`src/rtl/seg7_scan_ctrl.sv`:
```
// rtl/seg7_scan_ctrl.sv - multiplexed 7-segment scanner with blanking tick, brightness, dp, masking and LZB
module seg7_scan_ctrl #(
    parameter int DIGITS = 4,
    parameter int DIV    = 1,
    parameter int SLOT   = 8,
    parameter int BW     = $clog2(SLOT)
) (
    input  logic                  clock,
    input  logic                  reset,
    input  logic [4*DIGITS-1:0]   value,
    input  logic [DIGITS-1:0]     dp,
    input  logic [DIGITS-1:0]     enable_mask,
    input  logic                  lzb,
    input  logic [BW-1:0]         brightness,
    output logic [7:0]            digitcode,
    output logic [DIGITS-1:0]     selectors,
    output logic                  frame_start
);

    localparam int PW = (DIV > 1) ? $clog2(DIV) : 1;
    localparam int KW = (DIGITS > 1) ? $clog2(DIGITS) : 1;

    logic [PW-1:0]          p_q, p_d;
    logic [BW-1:0]          t_q, t_d;
    logic [KW-1:0]          k_q, k_d;
    logic [4*DIGITS-1:0]    value_sh_q, value_sh_d;
    logic [DIGITS-1:0]      dp_sh_q, dp_sh_d;
    logic [DIGITS-1:0]      mask_sh_q, mask_sh_d;
    logic                   lzb_sh_q, lzb_sh_d;
    logic [BW-1:0]          bri_sh_q, bri_sh_d;
    logic [7:0]             digitcode_q, digitcode_d;
    logic [DIGITS-1:0]      selectors_q, selectors_d;
    logic                   frame_start_q, frame_start_d;

    logic                   capture;
    logic [BW-1:0]          bri_eff;
    logic [DIGITS-1:0]      blank;

    function automatic logic [7:0] seg7_encode(input logic [3:0] nib);
        logic [7:0] code;
        case (nib)
            4'h0:    code = 8'b11111100;
            4'h1:    code = 8'b01100000;
            4'h2:    code = 8'b11011010;
            4'h3:    code = 8'b11110010;
            4'h4:    code = 8'b01100110;
            4'h5:    code = 8'b10110110;
            4'h6:    code = 8'b10111110;
            4'h7:    code = 8'b11100000;
            4'h8:    code = 8'b11111110;
            4'h9:    code = 8'b11110110;
            4'hA:    code = 8'b11101110;
            4'hB:    code = 8'b00111110;
            4'hC:    code = 8'b00011010;
            4'hD:    code = 8'b01111010;
            4'hE:    code = 8'b10011110;
            default: code = 8'b10001110;
        endcase
        return code;
    endfunction

    always_ff @(posedge clock) begin
        if (reset) begin
            p_q           <= '0;
            t_q           <= '0;
            k_q           <= '0;
            value_sh_q    <= '0;
            dp_sh_q       <= '0;
            mask_sh_q     <= '0;
            lzb_sh_q      <= 1'b0;
            bri_sh_q      <= '0;
            digitcode_q   <= '0;
            selectors_q   <= '0;
            frame_start_q <= 1'b0;
        end else begin
            p_q           <= p_d;
            t_q           <= t_d;
            k_q           <= k_d;
            value_sh_q    <= value_sh_d;
            dp_sh_q       <= dp_sh_d;
            mask_sh_q     <= mask_sh_d;
            lzb_sh_q      <= lzb_sh_d;
            bri_sh_q      <= bri_sh_d;
            digitcode_q   <= digitcode_d;
            selectors_q   <= selectors_d;
            frame_start_q <= frame_start_d;
        end
    end

    always_comb begin
        p_d = p_q;
        t_d = t_q;
        k_d = k_q;
        if (p_q == PW'(DIV - 1)) begin
            p_d = '0;
            if (t_q == BW'(SLOT - 1)) begin
                t_d = '0;
                k_d = (k_q == KW'(DIGITS - 1)) ? '0 : k_q + 1'b1;
            end else begin
                t_d = t_q + 1'b1;
            end
        end else begin
            p_d = p_q + 1'b1;
        end
    end

    // Shadows load only at frame origin so a frame never mixes old and new inputs.
    assign capture = (p_q == '0) && (t_q == '0) && (k_q == '0);

    always_comb begin
        value_sh_d    = capture ? value       : value_sh_q;
        dp_sh_d       = capture ? dp          : dp_sh_q;
        mask_sh_d     = capture ? enable_mask : mask_sh_q;
        lzb_sh_d      = capture ? lzb         : lzb_sh_q;
        bri_sh_d      = capture ? brightness  : bri_sh_q;
        frame_start_d = capture;
    end

    if ((1 << BW) > SLOT) begin : g_clamp
        assign bri_eff = (bri_sh_q > BW'(SLOT - 1)) ? BW'(SLOT - 1) : bri_sh_q;
    end else begin : g_noclamp
        assign bri_eff = bri_sh_q;
    end

    // A digit is blanked while every digit from it leftwards is a plain zero without dp.
    always_comb begin : lzb_chain
        logic zero_run;
        zero_run = 1'b1;
        blank    = '0;
        for (int i = DIGITS - 1; i >= 0; i--) begin
            zero_run = zero_run && (value_sh_q[4*i +: 4] == 4'h0) && !dp_sh_q[i];
            if (i != 0) begin
                blank[i] = lzb_sh_q && zero_run;
            end
        end
    end

    always_comb begin : out_sel
        logic [3:0]        cur_nib;
        logic              cur_dp;
        logic              cur_en;
        logic              cur_blank;
        logic [DIGITS-1:0] sel_oh;
        logic              lit;
        cur_nib   = 4'h0;
        cur_dp    = 1'b0;
        cur_en    = 1'b0;
        cur_blank = 1'b0;
        sel_oh    = '0;
        for (int i = 0; i < DIGITS; i++) begin
            if (k_q == KW'(DIGITS - 1 - i)) begin
                cur_nib   = value_sh_q[4*i +: 4];
                cur_dp    = dp_sh_q[i];
                cur_en    = mask_sh_q[i];
                cur_blank = blank[i];
                sel_oh[i] = 1'b1;
            end
        end
        lit         = (t_q != '0) && (t_q <= bri_eff) && cur_en && !cur_blank;
        digitcode_d = lit ? (seg7_encode(cur_nib) | {7'b0, cur_dp}) : 8'h00;
        selectors_d = lit ? sel_oh : '0;
    end

    assign digitcode   = digitcode_q;
    assign selectors   = selectors_q;
    assign frame_start = frame_start_q;

endmodule
```
`config.mk`:
```
export PLATFORM = sky130hd
export DESIGN_NAME = seg7_scan_ctrl
export DESIGN_NICKNAME = d
export VERILOG_FILES = /design/src/rtl/seg7_scan_ctrl.sv
export SDC_FILE = /design/constraint.sdc
export NUM_CORES = 1
export LEC_CHECK = 0
export ABC_AREA = 1
export BUFFER_PORTS_ARGS = -buffer_cell sky130_fd_sc_hd__buf_2
export CAP_MARGIN = 5
export CELL_PAD_IN_SITES_DETAIL_PLACEMENT = 0
export CELL_PAD_IN_SITES_GLOBAL_PLACEMENT = 1
export CORE_AREA = 2 2 80 82
export DETAILED_ROUTE_END_ITERATION = 10
export DIE_AREA = 0 0 82 84
export PLACE_DENSITY_LB_ADDON = 0.1
export SYNTH_ARGS = -nofsm -noshare
export SYNTH_HDL_FRONTEND = slang
export SYNTH_SLANG_ARGS = --single-unit
export TNS_END_PERCENT = 10
```
`constraint.sdc`:
```
create_clock -name clock -period 2.7 [get_ports clock]
set_clock_uncertainty 0.2 [all_clocks]
set_input_delay 0.54 -clock clock [delete_from_list [all_inputs] [get_ports clock]]
set_output_delay 0.54 -clock clock [all_outputs]
set_load 0.01 [all_outputs]
```
==> results.txt <==
----------------------------------------------------
[Logic synthesis]
  Post-synth top area cell ... dfxtp_1
  Avg Cell Area, Syn ... 7.66 µm²
  Cells after synthesis ... 303
  Top_reg_cell synth ... dfxtp_1
  Post-synth ARST share ... 0
  Yosys Warn Count ... 0
  Number of nets produced by synthesis ... 350
  Post-synthesis compound-gate area fraction ... 0.152
  Post-synthesis share of cell area spent on xor and xnor gates ... 0
  Largest cells by area after synthesis ... dfxtp_1, nor2_1, ha_1
  Multiplexer share of the synthesized area ... 0
  Mapped cell area ... 0.00232 mm²
  Area share of the largest cell type after synthesis ... 0.406
  Post-synthesis simple-gate area fraction ... 0.263
  Count of state elements after synthesis ... 47
  Number of flops mapped to enable cells by yosys ... 0
  Share of synthesized cell area in full adder, half adder and majority cells ... 0.0917
  Yosys cell types ... 29
  Sequential element share of the synthesized area ... 0.406
  Dominant combinational cell family by area after synthesis ... simple AND/OR/NAND/NOR gates

[Routing]
  Number of vias per cell after detailed routing ... 4.54
  Total via count after detailed routing ... 1,914
  First DRT Iteration DRCs ... 77
  Final antenna-violating net count ... 0
  Detailed-router iteration count before antenna repair ... 4
  Final routed DRC violation total ... 0
  Average routed wire per standard cell ... 11.7 µm
  Sum of routed wire length over all layers ... 4940 µm

[Timing]
  Worst slew slack as a fraction of its limit ... 0.644
  Max Transition Viols Final ... 0
  Final setup viols ... 0
  Shortest clock period the worst path allows after layout ... 2.36 ns
  Sum of negative setup slack ... 0 ns
  FMAX ... 0.424 GHz
  Final Hold Violating Endpoints ... 0
  Share of the clock period used by the worst path ... 0.873
  Slew at the pin closest to its max-slew limit ... 0.534 ns
  Hold Slack ... 0.269 ns
  Setup repair after global routing missed its margin ... no

[Power and ir drop]
  Int Power ... 1080 µW
  Fraction of power spent switching nets ... 0.280
  Net switching power figure ... 420 µW
  Max VDD drop ... 0.236 mV
  Leak Pwr ... 0.00124 µW
  Clock network fraction of total power ... 0.309
  Reg power frac ... 0.519
  Combinational share of power ... 0.172
  Pwr dens ... 562 mW/mm²

[Worst setup path]
  Critical path capture point type ... flip-flop
  Register-to-Register Setup Slack ... 0.34 ns
  FF-to-FF path depth ... 11
  Endpoint of the worst register-to-register path ... digitcode[6]
  Beginning of the worst register-to-register path ... k_q[0]
  CP arrival ... 2.36 ns
  Required @ worst endpoint ... 2.70 ns
  Worst setup path class ... reg -> reg
  Critical-path maximum fanout ... 12
  Element type at the critical path start ... flip-flop

[CTS]
  CTS Hold Bufs ... 0
  Clock edge transition at the registers on the reported setup and hold paths ... 0.08 ns
  Clock tree from TritonCTS ... yes
  Clock buffers created by TritonCTS ... 5
  H-tree lvl count ... 2
  Sink Count ... 47
  Number of buffers inserted to repair setup after CTS ... 0
  Worst-skew pair later-pin latency ... 0.30 ns
  Clock tree buffer depth ... 2
  Cell chosen for the clock root ... clkbuf_8
  Post-cts resize count ... 0

[Layout]
  Final cell count without fillers ... 422
  Post-route design area ... 0.00267 mm²
  Share of post-route cells with drive strength above 1 ... 0.232
  Area delta synth->final ... 15.0%
  Number of antenna repair diodes ... 0
  Final nets ... 391
  Final standard cell utilization of the core ... 0.438

[Die]
  Width of the die ... 82 µm
  Number of placed I/O pins ... 43
  Starting utilization of the core area ... 0.381
  Floorplan die area ... 0.00689 mm²
  Y dimension of the die ... 84 µm
  FP Rows ... 29
  Placeable Area ... 0.00610 mm²

[Place]
  Total instance count after detailed placement ... 414
  IO buf count ... 42
  Area post-placement ... 0.00257 mm²
  Routability congestion estimate ... 0.811
  HPWL after detailed placement ... 3740 µm

[Global route]
  Maximum number of pins on one net before global-route repair ... 32
  Sum of overflow across all layers after global routing ... 0
  All-layer global routing usage ... 0.158
  Number of global-route vias before repair ... 1,754
  First-pass GRT wire length ... 8340 µm
  Initial antenna violation count ... 0

[Min path]
  Instance count along the most critical hold path ... 2
  Origin of the worst min-delay path ... bri_eff[2]
  Type of the most critical hold path ... reg -> reg
  Worst Hold Path EP ... bri_eff[2]

[Run]
  Maximum capacitance violations ... 0

[Outcome]
  Status ... completed

----------------------------------------------------
[power by group through the flow]
stage | Sequential (µW) | Combinational, µW | Clock (µW)
2_1_floorplan | 785 | 203 | 0
4_1_cts | 778 | 263 | 479
3_5_place_dp | 794 | 262 | 0
6_report | 777 | 258 | 463
5_1_grt | 784 | 305 | 514
3_3_place_gp | 795 | 262 | 0
[sequential cells by signal, indices dropped and copies added, names as in the netlist]
name,flops
lzb_sh_q,1
k_q,2
selectors,4
digitcode,8
mask_sh_q,4
t_q,3
p_q,1
bri_eff,3
frame_start,1
value_sh_q,16
dp_sh_q,4
[cells by family (layout without fill, tap and decap cells)]
family,after synthesis,after routing
simple gates,131,131
compound gates,65,65
flops,47,47
fa+ha+maj,17,17
other cells,1,1
buf+inv,42,84
[worst max-delay path, cell delays in order, from the launching register on]
cell and delay (ns):
dfxtp_1 0.36, inv_1 0.10, ha_1 0.39, a21oi_1 0.21, nand2_1 0.09, nand2_2 0.11, clkinv_1 0.19, ha_1 0.36
nor2_1 0.10, nand2_1 0.05, nand3_1 0.06, nor2_1 0.04
[layout by cell type (no fill, tap or decap)]
master	synthesis	routed
inv_2	5	5
inv_4	2	2
buf_2	1	42
o21ai_0	34	34
nand3_2	4	4
a211oi_1	2	2
nand2_4	4	4
inv_1	23	23
nor2_1	63	63
clkbuf_1	4	1
nor3_1	3	3
a21oi_4	1	1
o211ai_1	1	1
nand2_8	1	1
dfxtp_1	47	47
buf_4	1	3
clkinv_1	1	1
a21oi_1	23	23
o21ai_1	2	2
ha_1	17	17
nand2_1	32	32
conb_1	1	1
clkbuf_8	0	7
nor2_2	1	1
a21oi_2	2	2
nand3_1	14	14
nand4_1	1	1
nand2_2	8	8
[metal layers]
metal | routed length, µm | track usage | part of all wire
met3 | 194 | 0.0400 | 0.039
met2 | 2090 | 0.226 | 0.42
met4 | 78 | 0.0576 | 0.016
met1 | 2570 | 0.226 | 0.52
met5 | 0 | 0 | 0
[worst max-delay path by stage]
stage / startpoint / end / slack, ns / cells after the start
after detailed placement: k_q[0] / digitcode[6] / 0.36 / 11
after global routing: k_q[0] / digitcode[6] / 0.11 / 11
after floorplan: k_q[0] / digitcode[6] / 0.59 / 12
final: k_q[0] / digitcode[6] / 0.34 / 11
after CTS: k_q[0] / digitcode[4] / 0.36 / 10
after global placement: k_q[0] / digitcode[6] / 0.45 / 11
[stage by stage]
stage,power [µW],setup WS [ns]
detailed placement,1060,0.363
global route,1600,0.111
CTS,1520,0.356
floorplan,988,0.592
finish,1500,0.344
global placement,1060,0.449
[cell usage after synthesis (2+ instances only)]
cell	number
ha_1	17
nor2_1	63
inv_2	5
dfxtp_1	47
a211oi_1	2
nand2_2	8
a21oi_1	23
nand2_1	32
buf_6	4
inv_4	2
o21ai_1	2
nand2_4	4
o21ai_0	34
clkbuf_1	4
nand3_2	4
nor3_1	3
nand3_1	14
a21oi_2	2
inv_1	23
[final cells by class]
type	instances	area, µm²
fill	650	3430
multi-input combinational	214	1180
sequential	47	941
timing repair buffer	45	233
inverter	31	121
clock buffer	8	100
tap	77	96.3
Power figures use the tool's default switching activity.
